--- src/rtl/muon_coinc_tdc_if.sv ---
// muon_coinc_tdc_if: hit/stop inputs and counter/TDC results of the muon coincidence TDC
interface muon_coinc_tdc_if #(
  parameter int NUM_CH     = 3,
  parameter int CNT_WIDTH  = 16,
  parameter int TIME_WIDTH = 16
);
  logic [NUM_CH-1:0]           hit;
  logic                        stop;
  logic                        clear;
  logic [NUM_CH*CNT_WIDTH-1:0] ch_counts;
  logic [CNT_WIDTH-1:0]        coinc_count;
  logic [CNT_WIDTH-1:0]        decay_count;
  logic [CNT_WIDTH-1:0]        timeout_count;
  logic                        coincidence;
  logic [TIME_WIDTH-1:0]       time_measurement;
  logic                        tdc_valid;
  logic                        busy;
  modport master (
    output hit, stop, clear,
    input  ch_counts, coinc_count, decay_count, timeout_count,
           coincidence, time_measurement, tdc_valid, busy
  );
  modport slave (
    input  hit, stop, clear,
    output ch_counts, coinc_count, decay_count, timeout_count,
           coincidence, time_measurement, tdc_valid, busy
  );
endinterface

--- src/rtl/muon_coinc_tdc.sv ---
// muon_coinc_tdc: majority coincidence of scintillator hits, decay-time TDC and event counters
module muon_coinc_tdc #(
  parameter int NUM_CH         = 3,
  parameter int MAJORITY       = 2,
  parameter int CNT_WIDTH      = 16,
  parameter int TIME_WIDTH     = 16,
  parameter int WINDOW_CYCLES  = 4,
  parameter int HOLDOFF_CYCLES = 8,
  parameter int TIMEOUT_CYCLES = 660
) (
  input logic clk,
  input logic reset,
  muon_coinc_tdc_if.slave bus
);
  localparam int WCW = $clog2(WINDOW_CYCLES + 1);
  localparam int HCW = $clog2(HOLDOFF_CYCLES + 1);
  typedef enum logic [1:0] {C_IDLE, C_WINDOW, C_HOLDOFF} cstate_t;
  typedef enum logic {T_IDLE, T_MEASURE} tstate_t;
  cstate_t cs, cs_n;
  tstate_t ts, ts_n;
  logic [NUM_CH-1:0] hit_q, edges, mask, mask_n, merged;
  logic stop_q, stop_edge;
  logic [WCW-1:0] wcnt, wcnt_n;
  logic [HCW-1:0] hcnt, hcnt_n;
  logic [TIME_WIDTH-1:0] timer, timer_n, elapsed;
  logic coinc_n, valid_n, timeout_n, major;
  assign edges     = bus.hit & ~hit_q;
  assign stop_edge = bus.stop & ~stop_q;
  assign merged    = mask | edges;
  assign major     = $countones(merged) >= MAJORITY;
  assign elapsed   = timer + 1'b1;
  assign bus.busy  = ts == T_MEASURE;
  always_comb begin
    cs_n    = cs;
    mask_n  = mask;
    wcnt_n  = wcnt;
    hcnt_n  = hcnt;
    coinc_n = 1'b0;
    case (cs)
      C_HOLDOFF: begin
        hcnt_n = hcnt + 1'b1;
        if (hcnt >= HCW'(HOLDOFF_CYCLES - 1)) begin
          cs_n   = C_IDLE;
          hcnt_n = '0;
        end
      end
      default: begin
        if (major) begin
          coinc_n = 1'b1;
          cs_n    = C_HOLDOFF;
          mask_n  = '0;
          wcnt_n  = '0;
          hcnt_n  = '0;
        end else if (cs == C_WINDOW) begin
          mask_n = merged;
          wcnt_n = wcnt + 1'b1;
          if (wcnt >= WCW'(WINDOW_CYCLES - 1)) begin
            cs_n   = C_IDLE;
            mask_n = '0;
            wcnt_n = '0;
          end
        end else if (|edges) begin
          cs_n   = C_WINDOW;
          mask_n = edges;
          wcnt_n = WCW'(1);
        end
      end
    endcase
  end
  // a stop and a fresh coincidence on the same edge report first, then re-arm
  always_comb begin
    ts_n      = ts;
    timer_n   = timer;
    valid_n   = 1'b0;
    timeout_n = 1'b0;
    if (ts == T_MEASURE) begin
      timer_n = elapsed;
      if (stop_edge) begin
        valid_n = 1'b1;
        ts_n    = coinc_n ? T_MEASURE : T_IDLE;
        timer_n = '0;
      end else if (coinc_n) begin
        timer_n = '0;
      end else if (elapsed == TIME_WIDTH'(TIMEOUT_CYCLES)) begin
        timeout_n = 1'b1;
        ts_n      = T_IDLE;
        timer_n   = '0;
      end
    end else if (coinc_n) begin
      ts_n    = T_MEASURE;
      timer_n = '0;
    end
  end
  always_ff @(posedge clk) begin
    if (reset) begin
      hit_q                <= '0;
      stop_q               <= 1'b0;
      cs                   <= C_IDLE;
      ts                   <= T_IDLE;
      mask                 <= '0;
      wcnt                 <= '0;
      hcnt                 <= '0;
      timer                <= '0;
      bus.coincidence      <= 1'b0;
      bus.tdc_valid        <= 1'b0;
      bus.ch_counts        <= '0;
      bus.coinc_count      <= '0;
      bus.decay_count      <= '0;
      bus.timeout_count    <= '0;
      bus.time_measurement <= '0;
    end else begin
      hit_q           <= bus.hit;
      stop_q          <= bus.stop;
      cs              <= cs_n;
      ts              <= ts_n;
      mask            <= mask_n;
      wcnt            <= wcnt_n;
      hcnt            <= hcnt_n;
      timer           <= timer_n;
      bus.coincidence <= coinc_n;
      bus.tdc_valid   <= valid_n & ~bus.clear;
      if (bus.clear) begin
        bus.ch_counts        <= '0;
        bus.coinc_count      <= '0;
        bus.decay_count      <= '0;
        bus.timeout_count    <= '0;
        bus.time_measurement <= '0;
      end else begin
        for (int i = 0; i < NUM_CH; i++)
          bus.ch_counts[i*CNT_WIDTH +: CNT_WIDTH] <=
            bus.ch_counts[i*CNT_WIDTH +: CNT_WIDTH] + CNT_WIDTH'(edges[i]);
        bus.coinc_count   <= bus.coinc_count + CNT_WIDTH'(coinc_n);
        bus.decay_count   <= bus.decay_count + CNT_WIDTH'(valid_n);
        bus.timeout_count <= bus.timeout_count + CNT_WIDTH'(timeout_n);
        if (valid_n) bus.time_measurement <= elapsed;
      end
    end
  end
endmodule

--- src/flat_wrapper.sv ---
// flat-port wrapper written by rule: the top's interface ports become plain ports
module muon_coinc_tdc_flat 
#(
  parameter int NUM_CH         = 3,
  parameter int MAJORITY       = 2,
  parameter int CNT_WIDTH      = 16,
  parameter int TIME_WIDTH     = 16,
  parameter int WINDOW_CYCLES  = 4,
  parameter int HOLDOFF_CYCLES = 8,
  parameter int TIMEOUT_CYCLES = 660
)
  (clk, reset, bus_hit, bus_stop, bus_clear, bus_ch_counts, bus_coinc_count, bus_decay_count, bus_timeout_count, bus_coincidence, bus_time_measurement, bus_tdc_valid, bus_busy);
  muon_coinc_tdc_if #(.NUM_CH(NUM_CH), .CNT_WIDTH(CNT_WIDTH), .TIME_WIDTH(TIME_WIDTH)) bus_i ();
  input logic clk;
  input logic reset;
  input wire logic [$bits(bus_i.hit)-1:0] bus_hit;
  input wire logic [$bits(bus_i.stop)-1:0] bus_stop;
  input wire logic [$bits(bus_i.clear)-1:0] bus_clear;
  output wire logic [$bits(bus_i.ch_counts)-1:0] bus_ch_counts;
  output wire logic [$bits(bus_i.coinc_count)-1:0] bus_coinc_count;
  output wire logic [$bits(bus_i.decay_count)-1:0] bus_decay_count;
  output wire logic [$bits(bus_i.timeout_count)-1:0] bus_timeout_count;
  output wire logic [$bits(bus_i.coincidence)-1:0] bus_coincidence;
  output wire logic [$bits(bus_i.time_measurement)-1:0] bus_time_measurement;
  output wire logic [$bits(bus_i.tdc_valid)-1:0] bus_tdc_valid;
  output wire logic [$bits(bus_i.busy)-1:0] bus_busy;
  assign bus_i.hit = bus_hit;
  assign bus_i.stop = bus_stop;
  assign bus_i.clear = bus_clear;
  assign bus_ch_counts = bus_i.ch_counts;
  assign bus_coinc_count = bus_i.coinc_count;
  assign bus_decay_count = bus_i.decay_count;
  assign bus_timeout_count = bus_i.timeout_count;
  assign bus_coincidence = bus_i.coincidence;
  assign bus_time_measurement = bus_i.time_measurement;
  assign bus_tdc_valid = bus_i.tdc_valid;
  assign bus_busy = bus_i.busy;
  muon_coinc_tdc #(.NUM_CH(NUM_CH), .MAJORITY(MAJORITY), .CNT_WIDTH(CNT_WIDTH), .TIME_WIDTH(TIME_WIDTH), .WINDOW_CYCLES(WINDOW_CYCLES), .HOLDOFF_CYCLES(HOLDOFF_CYCLES), .TIMEOUT_CYCLES(TIMEOUT_CYCLES)) u_core (.clk(clk), .reset(reset), .bus(bus_i));
endmodule
--- config.mk ---
export PLATFORM = sky130hd
export DESIGN_NAME = muon_coinc_tdc_flat
export DESIGN_NICKNAME = d
export VERILOG_FILES = /design/src/rtl/muon_coinc_tdc_if.sv /design/src/rtl/muon_coinc_tdc.sv /design/src/flat_wrapper.sv
export SDC_FILE = /design/constraint.sdc
export NUM_CORES = 1
export LEC_CHECK = 0
export BUFFER_PORTS_ARGS = -buffer_cell sky130_fd_sc_hd__buf_2
export CELL_PAD_IN_SITES_DETAIL_PLACEMENT = 1
export CELL_PAD_IN_SITES_GLOBAL_PLACEMENT = 1
export CORE_UTILIZATION = 42
export CTS_CLUSTER_DIAMETER = 80
export CTS_CLUSTER_SIZE = 8
export DETAILED_ROUTE_END_ITERATION = 16
export PLACE_DENSITY_LB_ADDON = 0.1
export SETUP_SLACK_MARGIN = 0.5
export SYNTH_ARGS = -nofsm -noshare
export SYNTH_HDL_FRONTEND = slang
export SYNTH_SLANG_ARGS = --single-unit
export TNS_END_PERCENT = 1
--- constraint.sdc ---
create_clock -name clk -period 4.1 [get_ports clk]
set_input_delay 0.615 -clock clk [delete_from_list [all_inputs] [get_ports clk]]
set_output_delay 0.615 -clock clk [all_outputs]
set_load 0.01 [all_outputs]
==> results.sh <==
export IMPL_synth_cells=719
export IMPL_antenna_found_initial=0
export IMPL_ctsHtreeMaxLevel=4
export IMPL_reg2reg_from="u_core.timer[0]$_SDFFE_PP0P_"
export IMPL_power_density_mw_per_mm2=427
export IMPL_drt_wl_total_um=16600
export IMPL_synth_main_ff_cell="dfxtp_1"
export IMPL_hold_viol_final=0
export IMPL_ir_drop_uv=296
export IMPL_cp_depth=15
export IMPL_viasPerCell=5.39
export IMPL_slowest_stage="dfxtp_2"
export IMPL_wl_per_cell_um=16.1
export IMPL_cp_num_buf_inv=1
export IMPL_fp_dieH_um=126
export IMPL_die_x_um=126
export IMPL_path_cells="ha_1 > buf_4 > nand4_1 > nor3_4 > mux2i_2 > and3_4 > nand2_1 > nor4_2 > ha_1 > ha_1 > nand2_1 > nor3_2 > nand2_1 > xor2_1 > nor2_1"
export IMPL_grt_use_total=0.215
export IMPL_yosysSeqAreaShare=0.457
export IMPL_max_freq_ghz=0.305
export IMPL_n_antenna_cell=0
export IMPL_period_share=0.799
export IMPL_fillers=1762
export IMPL_max_cap_viol_count=0
export IMPL_grt_pass1_wl_um=27300
export IMPL_p_total_mw=3.31
export IMPL_dp_hpwl_um=11600
export IMPL_worst_pin_slew_ns=1.16
export IMPL_start_util=0.436
export IMPL_cts_hold_buf=0
export IMPL_min_period_ns=3.28
export IMPL_tns_ns=0
export IMPL_die_area_mm2=0.0158
export IMPL_worstReg2RegEnd="u_core.bus.timeout_count[14]$_SDFF_PP0_"
export IMPL_finalSetupViolCount=0
export IMPL_antenna_left=0
export IMPL_critPathCaptureType="register"
export IMPL_critPathArrivalTime_ns=3.54
export IMPL_rsz0062_at_grt="false"
export IMPL_ff2ff_setup_slack_ns=0.82
export IMPL_core_area_mm2=0.0148
export IMPL_netlist_cell_type_count=59
export IMPL_ys_warn_count=0
export IMPL_p_leak_nw=3.18
export IMPL_synth_area_leader_cell="dfxtp_1"
export IMPL_critPathRequiredTime_ns=4.36
export IMPL_reg2reg_depth=15
export IMPL_rows=44
export IMPL_skew_ns=0.00575
export IMPL_run_status="finished, final reports clean"
export IMPL_synth_most_common_cell="dfxtp_1"
export IMPL_io_pins=122
export IMPL_clk_pin_slew_ns=0.06
export IMPL_yosysTopAreaCellShare=0.457
export IMPL_worstSetupPathType="reg2reg"
export IMPL_startpoint_type="register"
export IMPL_drv_slew=0
export IMPL_slew_headroom=0.225
export IMPL_clk_latency_ns=0.42
export IMPL_endpoint="u_core.bus.timeout_count[14]$_SDFF_PP0_"
export IMPL_numPortBuffers=121
export IMPL_finalNetCount=863
export IMPL_synth_edff_count=0
export IMPL_gp_congestion=0.815
export IMPL_async_flop_share=0
export IMPL_ys_ff_latch=147
export IMPL_critPathMaxStageDelay_ns=0.39
export IMPL_drc=0
export IMPL_grt_max_degree=101
export IMPL_synth_nets=743
export IMPL_crit_family="simple AND/OR/NAND/NOR gates"
export IMPL_layout_drive_gt1_share=0.218
export IMPL_grt_pass1_vias=5599
export IMPL_drt_first_pass_iters=4
export IMPL_clock_sinks=147
export IMPL_drt_first_iter_violations=180
export IMPL_via_count=5569
export IMPL_clk_path_buf_depth=2
export IMPL_root_buffer="clkbuf_16"
export IMPL_synth_commonest_cells="dfxtp_1 (147), nor2_1 (123), xor2_1 (52)"
export IMPL_cts_buffers=17
export IMPL_avgSynthCellArea_um2=8.95
export IMPL_critPathLaunch="u_core.timer[0]$_SDFFE_PP0P_"
export IMPL_netlist_area_mm2=0.00643
export IMPL_area_delta_synth_final_pct=20.7
export IMPL_holdCritPathClass="in2reg"
export IMPL_cts_tree="done"
export IMPL_grt_ovfl_total=0
export IMPL_cp_max_fo=11
export IMPL_synth_top_cells_by_area="dfxtp_1 (46%), nor2_1 (7.2%), xor2_1 (7.1%)"
through the flow:
step / instances / hold slack, ns / setup WS [ns] / utilization / cell area (um^2)
3_3_place_gp: 1002 / 0.468 / 0.585 / 0.486 / 7170
6_report: 1033 / 0.425 / 0.825 / 0.526 / 7760
3_5_place_dp: 1002 / 0.480 / 0.486 / 0.486 / 7170
2_1_floorplan: 719 / 0.458 / 0.986 / - / 6430
5_1_grt: 1033 / 0.427 / 0.538 / 0.526 / 7760
4_1_cts: 1031 / 0.406 / 0.550 / 0.524 / 7730
cells by family (layout without fill, tap and decap cells):
kind of cell    Yosys count  in the layout  synth area share
xor+xnor                 83             83             0.113
buf+inv                  35            165            0.0259
simple gates            339            339             0.269
compound gates           93             93            0.0928
fa+ha+maj                17             17            0.0331
mux                       5              5           0.00836
flops                   147            147             0.457
cell usage in the layout, fill, tap and decap left out, drive strengths merged, types with 7 or more instances in the layout:
cell type and n:
inv 10, and4 7, or2 7, or3 16, nand3 49, ha 17, clkbuf 23, and2 16
nor3 15, xnor2 31, buf 126, a22oi 8, nand4 19, nor2 125, o21ai 21, dfxtp 147
xor2 52, nor2b 7, a21oi 35, nand2 43, and3 18, a211oi 12
cell type report:
class,count,area [um^2],share of cell area
multi-input combinational,537,3350,0.431
sequential,147,2950,0.379
timing repair buffer,126,643,0.0829
clock buffer,23,478,0.0616
tap,184,230,0.0297
clock inverter,6,80.1,0.0103
inverter,10,37.5,0.00484
state kept, by name, summed over array words and instances, names as in the netlist:
register,cells
u_core.bus.ch_counts,48
u_core.bus.coinc_count,16
u_core.bus.decay_count,16
u_core.bus.time_measurement,16
u_core.bus.timeout_count,16
u_core.timer,16
u_core.hcnt,4
u_core.hit_q,3
u_core.mask,3
u_core.wcnt,3
u_core.cs,2
u_core.bus.busy,1
u_core.bus.coincidence,1
u_core.bus.tdc_valid,1
u_core.stop_q,1
power breakdown:
part	switching (mW)	internal, mW
Clock	0.574	0.930
Combinational	0.207	0.101
Sequential	0.0342	1.47
Total	0.815	2.50
worst min path at each step:
stage	slack (ns)	end	depth (start not counted)	from
2_1_floorplan	0.46	u_core.hcnt[3]$_SDFFE_PP0P_	2	u_core.hcnt[3]$_SDFFE_PP0P_
3_3_place_gp	0.47	u_core.bus.decay_count[15]$_SDFF_PP0_	2	u_core.bus.decay_count[15]$_SDFF_PP0_
3_5_place_dp	0.48	u_core.bus.time_measurement[14]$_SDFFE_PP0P_	2	u_core.bus.time_measurement[14]$_SDFFE_PP0P_
4_1_cts	0.41	u_core.hit_q[2]$_SDFF_PP0_	2	bus_hit[2]
5_1_grt	0.43	u_core.hit_q[1]$_SDFF_PP0_	2	bus_hit[1]
6_report	0.42	u_core.hit_q[2]$_SDFF_PP0_	2	bus_hit[2]
per-layer routing:
layer  share of wire  GRT usage  wire length, um
met1            0.45      0.260             7540
met2            0.50      0.374             8370
met3           0.030     0.0501              500
met4           0.014     0.0751              228
met5               0          0                0
repair_timing:
action	in CTS	in global routing
endpoints found under the setup margin	0	7
setup buffers	0	2
gates resized for setup	0	5
No activity file was read; power rests on OpenSTA's default activity.
